==> src/rtl/frogger_pkg.sv <==
// Shared game-state types and widths for the frogger blocks.
// Provides the life-count width, the life state enum and the width of the
// per-frame down counters.
package frogger_pkg;

    localparam int LIVES_W     = 2;
    localparam int MAX_LIVES   = 3;
    localparam int FRAME_CNT_W = 8;

    typedef enum logic [1:0] {
        PLAY      = 2'd0,
        DYING     = 2'd1,
        RESPAWN   = 2'd2,
        GAME_OVER = 2'd3
    } life_state_t;

endpackage

==> src/rtl/life_manager_if.sv <==
// Bundle of the life manager's game-side signals.
//   frame_tick, hit, start_btn, level_done : game/VGA side -> life manager
//   lives, frog_freeze, frog_respawn,
//   invulnerable, game_over                : life manager -> HUD / frog logic
// Modports: master = game side driving the events, slave = life manager.
interface life_manager_if;
    import frogger_pkg::*;

    logic               frame_tick;
    logic               hit;
    logic               start_btn;
    logic               level_done;
    logic [LIVES_W-1:0] lives;
    logic               frog_freeze;
    logic               frog_respawn;
    logic               invulnerable;
    logic               game_over;

    modport master (
        output frame_tick, hit, start_btn, level_done,
        input  lives, frog_freeze, frog_respawn, invulnerable, game_over
    );

    modport slave (
        input  frame_tick, hit, start_btn, level_done,
        output lives, frog_freeze, frog_respawn, invulnerable, game_over
    );

endinterface

==> src/rtl/frame_countdown.sv <==
// Loadable 8-bit frame counter that counts down on frame_tick and holds at 0.
// Ports:
//   clk, rst_n  : clock, synchronous active-low reset (count -> 0)
//   load        : load load_value this cycle (takes priority over a tick)
//   load_value  : value to load
//   frame_tick  : decrement enable, one pulse per frame
//   zero        : the count will be 0 after this edge (look-ahead), so the
//                 owner can act on the edge that samples the final tick
//   running     : the current count is non-zero
module frame_countdown
    import frogger_pkg::*;
(
    input  logic                   clk,
    input  logic                   rst_n,
    input  logic                   load,
    input  logic [FRAME_CNT_W-1:0] load_value,
    input  logic                   frame_tick,
    output logic                   zero,
    output logic                   running
);

    logic [FRAME_CNT_W-1:0] count_q;
    logic [FRAME_CNT_W-1:0] count_d;

    always_comb begin
        // NOTE: every signal written here gets a default first so no latch is inferred.
        count_d = count_q;
        if (load) begin
            count_d = load_value;
        end else if (frame_tick && count_q != '0) begin
            count_d = count_q - 1'b1;
        end
    end

    // NOTE: state registers use non-blocking assignments so all flops update together.
    always_ff @(posedge clk) begin
        if (!rst_n) begin
            count_q <= '0;
        end else begin
            count_q <= count_d;
        end
    end

    assign zero    = (count_d == '0);
    assign running = (count_q != '0);

endmodule

==> src/rtl/life_manager.sv <==
// Frog life manager: owns the life count and sequences death pause, respawn,
// post-respawn invulnerability and game over.
// Ports:
//   clk    : system/pixel clock
//   rst_n  : synchronous active-low reset
//   bus    : life_manager_if.slave (frame_tick, hit, start_btn, level_done in;
//            lives, frog_freeze, frog_respawn, invulnerable, game_over out)
// Parameters: START_LIVES (1-3), DEATH_FRAMES (1-255), INVULN_FRAMES (0-255).
// Build option: define LIFE_BONUS_EN to let level_done add a life in PLAY
// (saturating at MAX_LIVES); otherwise level_done is ignored.
module life_manager
    import frogger_pkg::*;
#(
    parameter int START_LIVES   = 3,
    parameter int DEATH_FRAMES  = 60,
    parameter int INVULN_FRAMES = 90
) (
    input  logic                 clk,
    input  logic                 rst_n,
    life_manager_if.slave        bus
);

    life_state_t        state_q, state_d;
    logic [LIVES_W-1:0] lives_q, lives_d;
    logic               start_q;
    logic               start_rise;
    logic               freeze_q, respawn_q, over_q;

    logic hit_taken;
    logic death_tick, death_zero, death_running;
    logic inv_load, inv_tick, inv_zero, inv_running;

    // A hit only counts in PLAY outside the invulnerability window. The
    // invulnerability tick is dropped in the cycle a hit is taken.
    assign hit_taken  = (state_q == PLAY) && bus.hit && !inv_running;
    assign death_tick = (state_q == DYING) && bus.frame_tick;
    assign inv_load   = (state_q == RESPAWN);
    assign inv_tick   = (state_q == PLAY) && bus.frame_tick && !hit_taken;
    assign start_rise = bus.start_btn && !start_q;

    frame_countdown u_death_cnt (
        .clk        (clk),
        .rst_n      (rst_n),
        .load       (hit_taken),
        .load_value (FRAME_CNT_W'(DEATH_FRAMES)),
        .frame_tick (death_tick),
        .zero       (death_zero),
        .running    (death_running)
    );

    frame_countdown u_inv_cnt (
        .clk        (clk),
        .rst_n      (rst_n),
        .load       (inv_load),
        .load_value (FRAME_CNT_W'(INVULN_FRAMES)),
        .frame_tick (inv_tick),
        .zero       (inv_zero),
        .running    (inv_running)
    );

    always_comb begin
        state_d = state_q;
        lives_d = lives_q;
        case (state_q)
            PLAY: begin
                if (hit_taken) begin
                    lives_d = lives_q - 1'b1;
                    state_d = DYING;
                end
`ifdef LIFE_BONUS_EN
                else if (bus.level_done && lives_q != LIVES_W'(MAX_LIVES)) begin
                    lives_d = lives_q + 1'b1;
                end
`endif
            end
            DYING: begin
                // death_zero is asserted on the edge that samples the final tick.
                if (death_zero) begin
                    state_d = (lives_q != '0) ? RESPAWN : GAME_OVER;
                end
            end
            RESPAWN: begin
                state_d = PLAY;
            end
            GAME_OVER: begin
                if (start_rise) begin
                    lives_d = LIVES_W'(START_LIVES);
                    state_d = RESPAWN;
                end
            end
            default: state_d = PLAY;
        endcase
    end

    // Outputs are registered from the next state so they line up with it.
    always_ff @(posedge clk) begin
        if (!rst_n) begin
            state_q   <= PLAY;
            lives_q   <= LIVES_W'(START_LIVES);
            start_q   <= 1'b1;  // a button held through reset must not restart
            freeze_q  <= 1'b0;
            respawn_q <= 1'b0;
            over_q    <= 1'b0;
        end else begin
            state_q   <= state_d;
            lives_q   <= lives_d;
            start_q   <= bus.start_btn;
            freeze_q  <= (state_d != PLAY);
            respawn_q <= (state_d == RESPAWN);
            over_q    <= (state_d == GAME_OVER);
        end
    end

    assign bus.lives        = lives_q;
    assign bus.frog_freeze  = freeze_q;
    assign bus.frog_respawn = respawn_q;
    assign bus.invulnerable = inv_running;
    assign bus.game_over    = over_q;

    logic unused_flags;
`ifdef LIFE_BONUS_EN
    assign unused_flags = inv_zero ^ death_running;
`else
    assign unused_flags = inv_zero ^ death_running ^ bus.level_done;
`endif

endmodule

==> src/flat_wrapper.sv <==
// flat-port wrapper written by rule: the top's interface ports become plain ports
module life_manager_flat import frogger_pkg::*;
#(
    parameter int START_LIVES   = 3,
    parameter int DEATH_FRAMES  = 60,
    parameter int INVULN_FRAMES = 90
)
  (clk, rst_n, bus_frame_tick, bus_hit, bus_start_btn, bus_level_done, bus_lives, bus_frog_freeze, bus_frog_respawn, bus_invulnerable, bus_game_over);
  life_manager_if bus_i ();
  input  logic clk;
  input  logic rst_n;
  input wire logic [$bits(bus_i.frame_tick)-1:0] bus_frame_tick;
  input wire logic [$bits(bus_i.hit)-1:0] bus_hit;
  input wire logic [$bits(bus_i.start_btn)-1:0] bus_start_btn;
  input wire logic [$bits(bus_i.level_done)-1:0] bus_level_done;
  output wire logic [$bits(bus_i.lives)-1:0] bus_lives;
  output wire logic [$bits(bus_i.frog_freeze)-1:0] bus_frog_freeze;
  output wire logic [$bits(bus_i.frog_respawn)-1:0] bus_frog_respawn;
  output wire logic [$bits(bus_i.invulnerable)-1:0] bus_invulnerable;
  output wire logic [$bits(bus_i.game_over)-1:0] bus_game_over;
  assign bus_i.frame_tick = bus_frame_tick;
  assign bus_i.hit = bus_hit;
  assign bus_i.start_btn = bus_start_btn;
  assign bus_i.level_done = bus_level_done;
  assign bus_lives = bus_i.lives;
  assign bus_frog_freeze = bus_i.frog_freeze;
  assign bus_frog_respawn = bus_i.frog_respawn;
  assign bus_invulnerable = bus_i.invulnerable;
  assign bus_game_over = bus_i.game_over;
  life_manager #(.START_LIVES(START_LIVES), .DEATH_FRAMES(DEATH_FRAMES), .INVULN_FRAMES(INVULN_FRAMES)) u_core (.clk(clk), .rst_n(rst_n), .bus(bus_i));
endmodule
==> config.mk <==
export PLATFORM = sky130hd
export DESIGN_NAME = life_manager_flat
export DESIGN_NICKNAME = d
export VERILOG_FILES = /design/src/rtl/frogger_pkg.sv /design/src/rtl/life_manager_if.sv /design/src/rtl/frame_countdown.sv /design/src/rtl/life_manager.sv /design/src/flat_wrapper.sv
export SDC_FILE = /design/constraint.sdc
export NUM_CORES = 1
export LEC_CHECK = 0
export ABC_AREA = 1
export CAP_MARGIN = 20
export CELL_PAD_IN_SITES_DETAIL_PLACEMENT = 1
export CELL_PAD_IN_SITES_GLOBAL_PLACEMENT = 2
export CORE_MARGIN = 2
export CORE_UTILIZATION = 32
export CTS_BUF_LIST = sky130_fd_sc_hd__clkbuf_16
export DETAILED_ROUTE_END_ITERATION = 8
export PLACE_DENSITY_LB_ADDON = 0.05
export RECOVER_POWER = 100
export SKIP_CTS_REPAIR_TIMING = 1
export SYNTH_ARGS = -nofsm -noshare
export SYNTH_HDL_FRONTEND = slang
export SYNTH_SLANG_ARGS = --single-unit
==> constraint.sdc <==
create_clock -name clk -period 2.3 [get_ports clk]
set_clock_uncertainty 0.15 [all_clocks]
set_input_delay 0.69 -clock clk [delete_from_list [all_inputs] [get_ports clk]]
set_output_delay 0.69 -clock clk [all_outputs]
set_load 0.05 [all_outputs]
==> impl_metrics.json <==
{
  "top_usage_layer": "met2",
  "dr.first_iter.drc_count": 40,
  "timing.rr.start": "u_core.u_death_cnt.count_q[1]",
  "routabilityCongestion": 0.755,
  "setup_viol": 0,
  "antenna_found_initial": 0,
  "pin_count": 12,
  "ys_seq_area_share_pct": 33.1,
  "synth_xor_area_share_pct": 0.604,
  "ys_ff_latch": 24,
  "vias": 1364,
  "cp_max_fo": 3,
  "timing.setup.tns_ns": 0,
  "grtUsageMet1_pct": 20.5,
  "core_area_um2": 4350,
  "netlist.top_cell.by_area": "dfxtp_1",
  "yosys.area_share.simple_pct": 36.6,
  "report.power.total_mw": 2.63,
  "min_from": "u_core.u_inv_cnt.count_q[5]",
  "cp.required_ns": 1.46,
  "h-tree-depth": 1,
  "holdPathEnd": "u_core.u_inv_cnt.count_q[5]",
  "ys_top_cells_by_area": "dfxtp_1 33%, nand2_1 15%, ha_1 7.8%, inv_1 7.2%, nor2_1 4.9%",
  "drive_above_1_share_pct": 25.5,
  "cts_inserted_buffers": 3,
  "synth_common_cells": "58 x nand2_1, 28 x inv_1, 24 x dfxtp_1, 19 x nor2_1, 13 x o21ai_0",
  "placed_cells": 288,
  "vias_per_cell": 4.62,
  "final_cells": 295,
  "nets": 259,
  "grt_max_degree": 14,
  "routed_wl_mm": 3.55,
  "area_growth_pct": 28.6,
  "cap_violations": 0,
  "rrSetupSlack_ns": 0.24,
  "ys.flop_type": "dfxtp_1",
  "drt-pass1-iter-count": 4,
  "synth_most_common_cell": "nand2_1",
  "ctsRootBufferMaster": "clkbuf_16",
  "peakVddDrop_uv": 735,
  "syn_area_um2": 1450,
  "use_met2_pct": 26.9,
  "fp.dieH_um": 71.3,
  "num_rows": 24,
  "post-synth-top-area-fraction_pct": 33.1,
  "critPathCaptureType": "primary output",
  "numPortBuffers": 10,
  "routedWlPerCell_um": 12.0,
  "cts_tree": "yes",
  "outcome": "finished, final reports clean",
  "async_flop_share_pct": 0,
  "fin_crit_sh_pct": 95.2,
  "synth_top_family_by_area": "simple AND/OR/NAND/NOR gates",
  "dieWidth_um": 71.3,
  "worst-slew-pin-transition_ns": 0.596,
  "rsz0062_at_grt": "false",
  "holdPathStages": 1,
  "muxShareOfSynthArea_pct": 0,
  "ys_warn_count": 0,
  "worstSkewPairLatency_ns": 0.26,
  "clock_sinks": 24,
  "yosys.area_share.adder_pct": 7.77,
  "n_antenna_cell": 0,
  "grt_util_met3_pct": 2.67,
  "synthCells": 210,
  "final_max_slew_viol_count": 0,
  "gr-total-overflow": 0,
  "worstSetupPathType": "flip-flop to primary output",
  "drcViolationCount": 0,
  "ant_nets": 0,
  "max_slew_margin_pct": 60.5,
  "power.density_nw_per_um2": 1410,
  "fmax_ghz": 0.456,
  "track_usage_pct": 15.9,
  "p_leak_nw": 0.962,
  "fin_crit_ns": 2.19,
  "hold_viol_final": 0,
  "grt_pass1_wl_mm": 6.44,
  "worstPathArrival_ns": 1.35,
  "clkTransAtPathRegs_ns": 0.06,
  "reg2regPathDepth": 14,
  "die-area_um2": 5090,
  "initial_core_util_pct": 33.3,
  "synth_compound_area_share_pct": 12.3,
  "dpl_cell_area_um2": 1720,
  "synth_edf_count": 0,
  "final_area_um2": 1870,
  "holdCritPathClass": "flip-flop to flip-flop",
  "grt_pass1_vias": 1422,
  "hpwl_mm": 2.83,
  "clockBufferDepth": 2,
  "yosysUniqueCellTypes": 29,
  "startpoint_type": "flip-flop",
  "r2r_end": "u_core.state_q[0]",
  "syn_nets": 225,
  "post_synth.cell_area_avg_um2": 6.91
}
## area by class of cell
type	count	area (µm²)
Fill cell	559	2490
Timing Repair Buffer	30	233
Clock inverter	1	3.75
Tap cell	52	65.1
Clock buffer	3	75.1
Sequential cell	24	487
Inverter	35	131
Multi-Input combinational cell	150	871
## critical path, cell delays in order, from the launching register on
cell     delay (ns)
dfxtp_2        0.34
inv_2          0.06
ha_2           0.16
nand3_1        0.09
nor2_2         0.14
buf_6          0.13
inv_2          0.04
buf_6          0.14
## routing by layer
| metal | share of wire (%) | routed length [µm] |
|---|---|---|
| met1 | 46 | 1640 |
| met2 | 50 | 1770 |
| met3 | 1.9 | 68 |
| met4 | 1.9 | 69 |
| met5 | 0 | 0 |
## sequential cells by signal (all words and copies together) (netlist names)
signal	count
u_core.state_q	2
u_core.start_q	1
u_core.bus.game_over	1
u_core.bus.frog_respawn	1
u_core.u_death_cnt.count_q	8
u_core.bus.frog_freeze	1
u_core.u_inv_cnt.count_q	8
u_core.bus.lives	2
## power by group
group          switching, mW  total (mW)  internal, mW
logic                  0.974        1.61         0.635
clock network          0.147       0.379         0.232
registers              0.102       0.646         0.544
## worst max-delay path by stage
stage,to,slack [ns],startpoint,cells after the start
after detailed placement,u_core.bus.frog_freeze,-0.43,bus_frame_tick,15
after floorplan,u_core.bus.frog_freeze,0.31,bus_frame_tick,14
final,bus_invulnerable,0.11,u_core.u_inv_cnt.count_q[1],7
after global routing,u_core.bus.frog_freeze,0.005,u_core.state_q[1],16
after global placement,u_core.bus.frog_freeze,-0.39,bus_frame_tick,15
after CTS,u_core.bus.frog_freeze,-0.16,bus_frame_tick,14
## kinds of logic (layout without fill, tap and decap cells)
logic type,after synthesis,in the layout
simple gates,110,110
buf+inv,36,69
compound gates,30,30
flops,24,24
fa+ha+maj,9,9
xor+xnor,1,1
## per-stage QoR
stage | hold WS [ns] | worst slack (ns) | utilization, %
global placement | 0.280 | -0.393 | 39.5
detailed placement | 0.291 | -0.431 | 39.5
global route | 0.323 | 0.00466 | 42.8
floorplan | 0.272 | 0.314 | -
finish | 0.301 | 0.109 | 42.8
CTS | 0.301 | -0.157 | 41.3
## cell usage in the layout (no fill, tap or decap), drive strengths merged
cell	Yosys	routed
nand4	3	3
o21bai	1	1
clkbuf	0	7
clkdlybuf4s50	0	1
buf	1	22
ha	9	9
or2	1	1
inv	34	35
o21ai	16	16
nand2	63	63
clkinv	1	1
a21boi	1	1
a21oi	8	8
a211oi	1	1
nor3	1	1
a31oi	1	1
nand3	13	13
dlymetal6s2s	0	2
dfxtp	24	24
nand3b	2	2
o211ai	2	2
xor2	1	1
dlygate4sd3	0	1
nor2	27	27
(Power assumes the default switching activity.)
